File: config.mk
export PLATFORM = sky130hd
export DESIGN_NAME = sumser2b
export DESIGN_NICKNAME = d
export VERILOG_FILES = /design/src/rtl/sumser2b.sv
export SDC_FILE = /design/constraint.sdc
export NUM_CORES = 1
export LEC_CHECK = 0
export ABC_AREA = 1
export CORE_MARGIN = 2
export CORE_UTILIZATION = 39
export CTS_CLUSTER_SIZE = 40
export DETAILED_ROUTE_END_ITERATION = 10
export PLACE_DENSITY_LB_ADDON = 0.3
export SLEW_MARGIN = 20
export SYNTH_ARGS = -nofsm -noshare
export SYNTH_HDL_FRONTEND = slang
export SYNTH_HIERARCHICAL = 1
export SYNTH_SLANG_ARGS = --single-unit
export TNS_END_PERCENT = 50
File: constraint.sdc
create_clock -name clk -period 3.7 [get_ports clk]
set_input_delay 0.37 -clock clk [delete_from_list [all_inputs] [get_ports clk]]
set_output_delay 0.37 -clock clk [all_outputs]
set_load 0.01 [all_outputs]
File: src/rtl/sumser2b.sv
// sumser2b: digit-serial W-bit adder driven through a single 2-bit adder
// slice (sum2b). Operands are shifted through the slice low digit first,
// with the slice carry fed back through a carry register. The completed
// sum and final carry are registered and flagged with a one-cycle done pulse.
//
// Handshake: start is a request sampled only while idle (busy=0, done=0);
// a, b and ci are captured on the same edge that accepts it. There is no
// back-pressure: done is a single-cycle strobe, and so/co stay valid from
// that cycle until the next completion.

// 2-bit ripple full-adder slice: {co_o, s_o} = a_i + b_i + ci_i.
module sum2b (
    input  logic [1:0] a_i,
    input  logic [1:0] b_i,
    input  logic       ci_i,
    output logic [1:0] s_o,
    output logic       co_o
);
    logic c1;

    // Two chained full adders; c1 is the carry between the digit bits.
    always_comb begin
        s_o[0] = a_i[0] ^ b_i[0] ^ ci_i;
        c1     = (a_i[0] & b_i[0]) | (ci_i & (a_i[0] ^ b_i[0]));
        s_o[1] = a_i[1] ^ b_i[1] ^ c1;
        co_o   = (a_i[1] & b_i[1]) | (c1 & (a_i[1] ^ b_i[1]));
    end
endmodule

module sumser2b #(
    parameter int W = 8
) (
    input  logic         clk,
    input  logic         rst_n,
    input  logic         start,
    input  logic [W-1:0] a,
    input  logic [W-1:0] b,
    input  logic         ci,
    output logic         busy,
    output logic         done,
    output logic [W-1:0] so,
    output logic         co,
    output logic [1:0]   dbg_state
);
    // Digit counter only needs to reach W/2-1; keep at least one bit.
    localparam int              CW   = (W > 2) ? $clog2(W / 2) : 1;
    localparam logic [CW-1:0]   LAST = CW'(W / 2 - 1);

    typedef enum logic [1:0] {
        S_IDLE = 2'd0,
        S_RUN  = 2'd1,
        S_DONE = 2'd2
    } state_t;

    state_t         state_q, state_d;
    logic [W-1:0]   ra_q, ra_d;
    logic [W-1:0]   rb_q, rb_d;
    logic           cr_q, cr_d;
    logic [CW-1:0]  cnt_q, cnt_d;
    logic [W-1:0]   so_q, so_d;
    logic           co_q, co_d;

    logic [1:0]     slice_s;
    logic           slice_co;
    // rs_full is the result shift register after this cycle's shift-in:
    // the new digit in the top two bits, earlier digits below it.
    logic [W-1:0]   rs_full;

    sum2b u_slice (
        .a_i  (ra_q[1:0]),
        .b_i  (rb_q[1:0]),
        .ci_i (cr_q),
        .s_o  (slice_s),
        .co_o (slice_co)
    );

    // Result shift register. Its lowest digit would only ever hold a value
    // that is shifted out before use, so only the top W-2 bits are stored;
    // for W=2 the single slice digit is the whole result.
    generate
        if (W > 2) begin : g_rs
            logic [W-3:0] rs_q, rs_d;

            assign rs_full = {slice_s, rs_q};

            // Shift in a new digit every RUN cycle, hold otherwise.
            always_comb begin
                rs_d = rs_q;
                if (state_q == S_RUN) begin
                    rs_d = rs_full[W-1:2];
                end
            end

            // Result shift register storage.
            always_ff @(posedge clk or negedge rst_n) begin
                if (!rst_n) begin
                    rs_q <= '0;
                end else begin
                    rs_q <= rs_d;
                end
            end
        end else begin : g_rs_min
            assign rs_full = slice_s;
        end
    endgenerate

    // Next-state and datapath control for the IDLE/RUN/DONE sequencer.
    always_comb begin
        state_d = state_q;
        ra_d    = ra_q;
        rb_d    = rb_q;
        cr_d    = cr_q;
        cnt_d   = cnt_q;
        so_d    = so_q;
        co_d    = co_q;
        case (state_q)
            S_IDLE: begin
                if (start) begin
                    ra_d    = a;
                    rb_d    = b;
                    cr_d    = ci;
                    cnt_d   = '0;
                    state_d = S_RUN;
                end
            end
            S_RUN: begin
                ra_d  = ra_q >> 2;
                rb_d  = rb_q >> 2;
                cr_d  = slice_co;
                cnt_d = cnt_q + 1'b1;
                if (cnt_q == LAST) begin
                    // Last digit: publish the whole sum in one step so the
                    // outputs never expose a partial result.
                    so_d    = rs_full;
                    co_d    = slice_co;
                    state_d = S_DONE;
                end
            end
            S_DONE: begin
                state_d = S_IDLE;
            end
            default: begin
                state_d = S_IDLE;
            end
        endcase
    end

    // State, operand, carry, counter and result registers.
    always_ff @(posedge clk or negedge rst_n) begin
        if (!rst_n) begin
            state_q <= S_IDLE;
            ra_q    <= '0;
            rb_q    <= '0;
            cr_q    <= 1'b0;
            cnt_q   <= '0;
            so_q    <= '0;
            co_q    <= 1'b0;
        end else begin
            state_q <= state_d;
            ra_q    <= ra_d;
            rb_q    <= rb_d;
            cr_q    <= cr_d;
            cnt_q   <= cnt_d;
            so_q    <= so_d;
            co_q    <= co_d;
        end
    end

    // Status outputs decode directly from the state register.
    assign busy      = (state_q == S_RUN);
    assign done      = (state_q == S_DONE);
    assign so        = so_q;
    assign co        = co_q;
    assign dbg_state = state_q;
endmodule
* Word-level counts from Yosys, hierarchy flattened
Cells that the tools add are included.
** Operators by class
- Equality and inequality tests :: 5
- $add $sub $neg :: 1
- Bitwise logic cells :: 10
- Reduce and logical (&&, ||, !) cells :: 5
- Muxes and demuxes :: 11
** Operators with widths (number)
- $pmux 8 s2 :: 2
- $mux 8 :: 2
- $pmux 2 s2 :: 2
- $mux 2 :: 3
- $reduce_and 2->1 :: 3
- $and 1x1->1 :: 4
- $eq 2x2->1 const B :: 2
- $xor 1x1->1 :: 4
- $add 2x1->2 const B :: 1
- $eq 2x1->1 const B :: 1
- $logic_not 2->1 :: 1
- $ne 2x1->1 const B :: 1
- $ne 2x2->1 const B :: 1
- $or 1x1->1 :: 2
- $pmux 1 s2 :: 1
- $reduce_bool 2->1 :: 1
- $mux 1 :: 1
** Word-level totals
- Bits of input ports :: 20
- Word-level logic and storage cells :: 40
- Output and inout port bits :: 13
- Flip-flop bits (word level) :: 36

* Longest topological paths before layout
- Word-level depth :: 6
- Depth in mapped cells :: 8
- Gate-level depth less buffers :: 8

* Modules after synthesis
Netlist, hierarchy kept.
** Modules (own cells, without submodules)
- sumser2b :: instances 1, area an instance 1707.9 um^2, cells an instance 200, sequential area each 900.9 um^2
- sum2b :: instances 1, area an instance 70.1 um^2, cells an instance 10, sequential area each 0.0 um^2

* Worst setup path before layout
Ideal clock, no wire load.
- Kind :: flip-flop to flip-flop
- Start :: reg ra_q[0]
- End :: reg g_rs.rs_q[5]
- Setup time :: 0.126 ns
- Clock period less this slack :: 1.569 ns
- Path buffers :: 0
- Stages on the path, launching flop included :: 7
- Data required time :: 3.574 ns
- Arrival :: 1.443 ns
- Setup slack :: 2.131 ns
- Cells stage by stage :: dfrtp_1 > inv_1 > fa_1 > fa_1 > inv_1 > inv_1 > o21ai_0
** On the way
- Word-level cells in the longest chain between the ends :: 4
- Elaborated cells on any way between the ends :: 5
- Classes of those cells :: 5 x bitwise
** RTL lines
- from (decl) :: line 56 : logic [W-1:0] ra_q, ra_d;
- from (signal assigned) :: line 160 : ra_q <= ra_d;
- $xor 1x1->1 :: line 24 : c1 = (a_i[0] & b_i[0]) | (ci_i & (a_i[0] ^ b_i[0]));
- $and 1x1->1 :: line 24
- $or 1x1->1 (*) :: line 24
- $xor 1x1->1 (*) :: line 25 : s_o[1] = a_i[1] ^ b_i[1] ^ c1;
- via slice_s[1] :: line 63 : logic [1:0] slice_s;
- to (signal assigned) :: line 99 : rs_q <= rs_d;
- to (decl) :: line 82 : logic [W-3:0] rs_q, rs_d;
Mark *: on every way through the listed nets, which the timed path passes. The rest lies on a longest branch.
A chain may end at the register's enable or synchronous reset.

* Worst setup path in the final report
- Start :: reg state_q[0] (netlist: dbg_state[0])
- End :: out busy
** On the way
- Word-level cells in the longest chain between the ends :: 1
** RTL lines
- from (decl) :: line 55 : state_t state_q, state_d;
- from (signal assigned) :: line 159 : state_q <= state_d;
- $eq 2x1->1 :: line 170 : assign busy = (state_q == S_RUN);
- to (decl) :: line 39 : output logic busy,
Every way passes these cells.

==> metrics.md <==
| Metric | Value |
|---|---|
| Cell area power density | 877 nW/um2 |
| Worst-case clock skew | 0.00661 ns |
| Remaining DRCs | 0 |
| Share of total power in the clock network | 17.7% |
| Postcts setup bufs | 0 |
| Max-slew violation total from the final report | 0 |
| I/O Buffers | 32 |
| Netlist Area Pre-Place | 1780 um2 |
| Comb pwr share | 46.2% |
| Num CTS Buffers | 5 |
| CP startpoint kind | flip-flop |
| Detailed router's first-iteration violation count | 82 |
| Peak VDD IR | 0.314 mV |
| Post-route minimum period | 2.23 ns |
| Sum of negative setup slack | 0 ns |
| Maximum number of pins on one net before global-route repair | 42 |
| Commonest non-fill, non-tap cell in the layout | sky130_fd_sc_hd__nand2_1 |
| I/O pin cnt | 33 |
| Total design power | 0.00193 W |
| Leak | ~1.1 nW |
| Path class of the lowest-slack min-delay path | flip-flop to flip-flop |
| Non-Filler Cell Area, Final | 2200 um2 |
| Final HPWL DP | 2180 um |
| Count of mapped cells out of synthesis | 210 |
| Wire length reported by the detailed router | 3400 um |
| Vias in the first global route | ~1300 |
| Chip height | slightly above 70 um |
| Mean instance size in the synthesized netlist | approximately 8.5 um2 |
| Clock net sink count | 36 |
| Top achievable clock speed | 448 MHz |
| Root Driver | sky130_fd_sc_hd__clkbuf_8 |
| Core ar. | between 4000 and 5000 um2 |
| Post-Route Hold Slack | 0.478 ns |
| Switching portion of total power | 40.8% |
| Max cap viols | 0 |
| Number of hold buffers added after cts | 0 |
| Worst-path maximum fanout | 19 |
| Maximum number of buffers from clock root to sink | 2 |
| Utilization after layout | between 50 and 60% |
| Kind of end point of the critical path | primary output |
| Area grow syn2layout | 24.0% |
| Per-cell routed wire length | roughly 12 um |
| Final count of hold timing violations | 0 |
| Antenna Cells | 0 |
| CTS tree | yes |
| Top library cells by usage in the layout, fill and taps aside | 50 x sky130_fd_sc_hd__nand2_1, 41 x sky130_fd_sc_hd__inv_1, 40 x sky130_fd_sc_hd__nand3_1, 36 x sky130_fd_sc_hd__dfrtp_1, 32 x sky130_fd_sc_hd__clkdlybuf4s50_1 |
| Clock edge transition at the registers on the reported setup and hold paths | 0.07 ns |
| Routed Antenna Nets | 0 |
| Quantity of gates resized following cts | 0 |
| Number of register bits inferred by synthesis | 36 |
| Net Switching | between 0.0007 and 0.0008 W |
| Worst Path Required | 3.33 ns |
| Distinct cell type count after synthesis | 18 |
| H-tree levels | 2 |
| GPL Wtd Cong | 0.748 |
| Count of vias placed by the detailed router | 1401 |
| Register share of total power | 36.2% |
| Worst reg-to-reg setup slack | 1.97 ns |
| Outcome | finished, final reports clean |
| Transition time of the tightest slew-check pin | 0.659 ns |
| Signal arrival time at the worst endpoint | around 1.9 ns |
| Unrepaired setup endpoints after global routing | no |
| Total of warnings raised by yosys | 6 |
| Initial antenna violation count | 0 |
| Tcrit/Tclk final | roughly 60% |
| GRT Resource Usage Total | approximately 15% |
| Global-route wire length before repair | 6000 um |
| Area of the die | between 5000 and 6000 um2 |
| Count of nets after finishing | 263 |
| Row count | 24 |
| Kind of critical path | flip-flop to primary output |
| Worst-Skew Late Latency | 0.29 ns |
| Cell internal pwr | 0.00115 W |
| Horizontal die dimension | 71.5 um |
| Iteration count of the initial detailed-routing pass | 4 |
| Sequential cell area fraction in the yosys report | 50.7% |
| Mean number of vias per cell | between 4 and 5 |
| Final setup fails | 0 |
| Placed cell areas | 2100 um2 |
| Initial cell density of the core | 40.6% |
| Worst max-slew margin expressed relative to the limit | 56.1% |
| Net Count, Synth | 233 |
| Share of layout cells above drive strength 1 | under 10% |
| Grt total ovfl | 0 |
==> cells by family (layout without fill, tap and decap cells) <==
| family | after synthesis | in the layout | share of synthesized area [%] |
|---|---|---|---|
| adders and majority gates | 3 | 3 | 2.96 |
| DFF | 36 | 36 | 50.7 |
| and+or+nand+nor | 99 | 99 | 26.0 |
| buffers and inverters | 53 | 84 | 13.2 |
| AOI/OAI and AO/OA | 19 | 19 | 7.18 |
==> final cells by class <==
class / count / area, um2
clock inverters: 2 / 35.0
inverters: 43 / 161
fillers: 438 / 2180
multi-input cells: 121 / 642
clock buffers: 6 / 72.6
flip-flops and latches: 36 / 901
well taps: 52 / 65.1
repair buffers: 33 / 328
==> cell usage after synthesis <==
cell type / instances / area, um2
sky130_fd_sc_hd__a21oi_2: 1 / 8.76
sky130_fd_sc_hd__a22oi_1: 1 / 7.51
sky130_fd_sc_hd__buf_2: 5 / 25.0
sky130_fd_sc_hd__buf_4: 2 / 15.0
sky130_fd_sc_hd__buf_6: 3 / 33.8
sky130_fd_sc_hd__dfrtp_1: 36 / 901
sky130_fd_sc_hd__fa_1: 2 / 40.0
sky130_fd_sc_hd__ha_1: 1 / 12.5
sky130_fd_sc_hd__inv_1: 41 / 154
sky130_fd_sc_hd__inv_2: 2 / 7.51
sky130_fd_sc_hd__nand2_1: 50 / 188
sky130_fd_sc_hd__nand2_2: 1 / 6.26
sky130_fd_sc_hd__nand2_4: 4 / 45.0
sky130_fd_sc_hd__nand3_1: 40 / 200
sky130_fd_sc_hd__nor2_1: 3 / 11.3
sky130_fd_sc_hd__nor2_4: 1 / 11.3
sky130_fd_sc_hd__o21ai_0: 10 / 50.1
sky130_fd_sc_hd__o21ai_2: 7 / 61.3
==> power by group through the flow <==
stage                     clock, W  combinational (W)  sequential [W]
after global placement           0           0.000890        0.000699
final                     0.000342           0.000893        0.000699
after floorplan                  0           0.000696        0.000686
after global routing      0.000363            0.00104        0.000721
after CTS                 0.000351           0.000911        0.000699
after detailed placement         0           0.000910        0.000703
==> critical path: stages, from the launching register on <==
cell and delay, ns:
sky130_fd_sc_hd__dfrtp_1 0.77, sky130_fd_sc_hd__inv_2 0.09, sky130_fd_sc_hd__nor2_4 0.16, sky130_fd_sc_hd__clkdlybuf4s50_1 0.55
==> layer usage <==
layer | global-route usage (%) | vias up | share of wire, %
li1 | - | 700 | -
met2 | 21.7 | 41 | 44
met3 | 5.20 | 5 | 6.1
met4 | 6.29 | 0 | 1.6
met5 | 0 | - | 0
met1 | 21.4 | 655 | 49
==> per-stage QoR <==
stage / instances / setup WS, ns
2_1_floorplan: 210 / 2.13
3_3_place_gp: 285 / 1.80
3_5_place_dp: 285 / 1.78
4_1_cts: 293 / 1.45
5_1_grt: 293 / 1.33
6_report: 293 / 1.47
==> sequential cells by signal (all words and copies together) (netlist names) <==
register   flops
cnt_q          2
dbg_state      2
so             8
cr_q           1
co             1
ra_q           8
rb_q           8
g_rs.rs_q      6
==> worst paths after layout <==
check,end,cells past startpoint,start
min in group asynchronous,cnt_q[0],2,rst_n
worst max-delay path,busy,3,dbg_state[0]
worst min register to register,so[0],2,g_rs.rs_q[0]
max in group asynchronous,rb_q[2],2,rst_n
worst min-delay path,so[0],2,g_rs.rs_q[0]
worst max register to register,ra_q[5],4,dbg_state[0]
(Power assumes the default switching activity.)
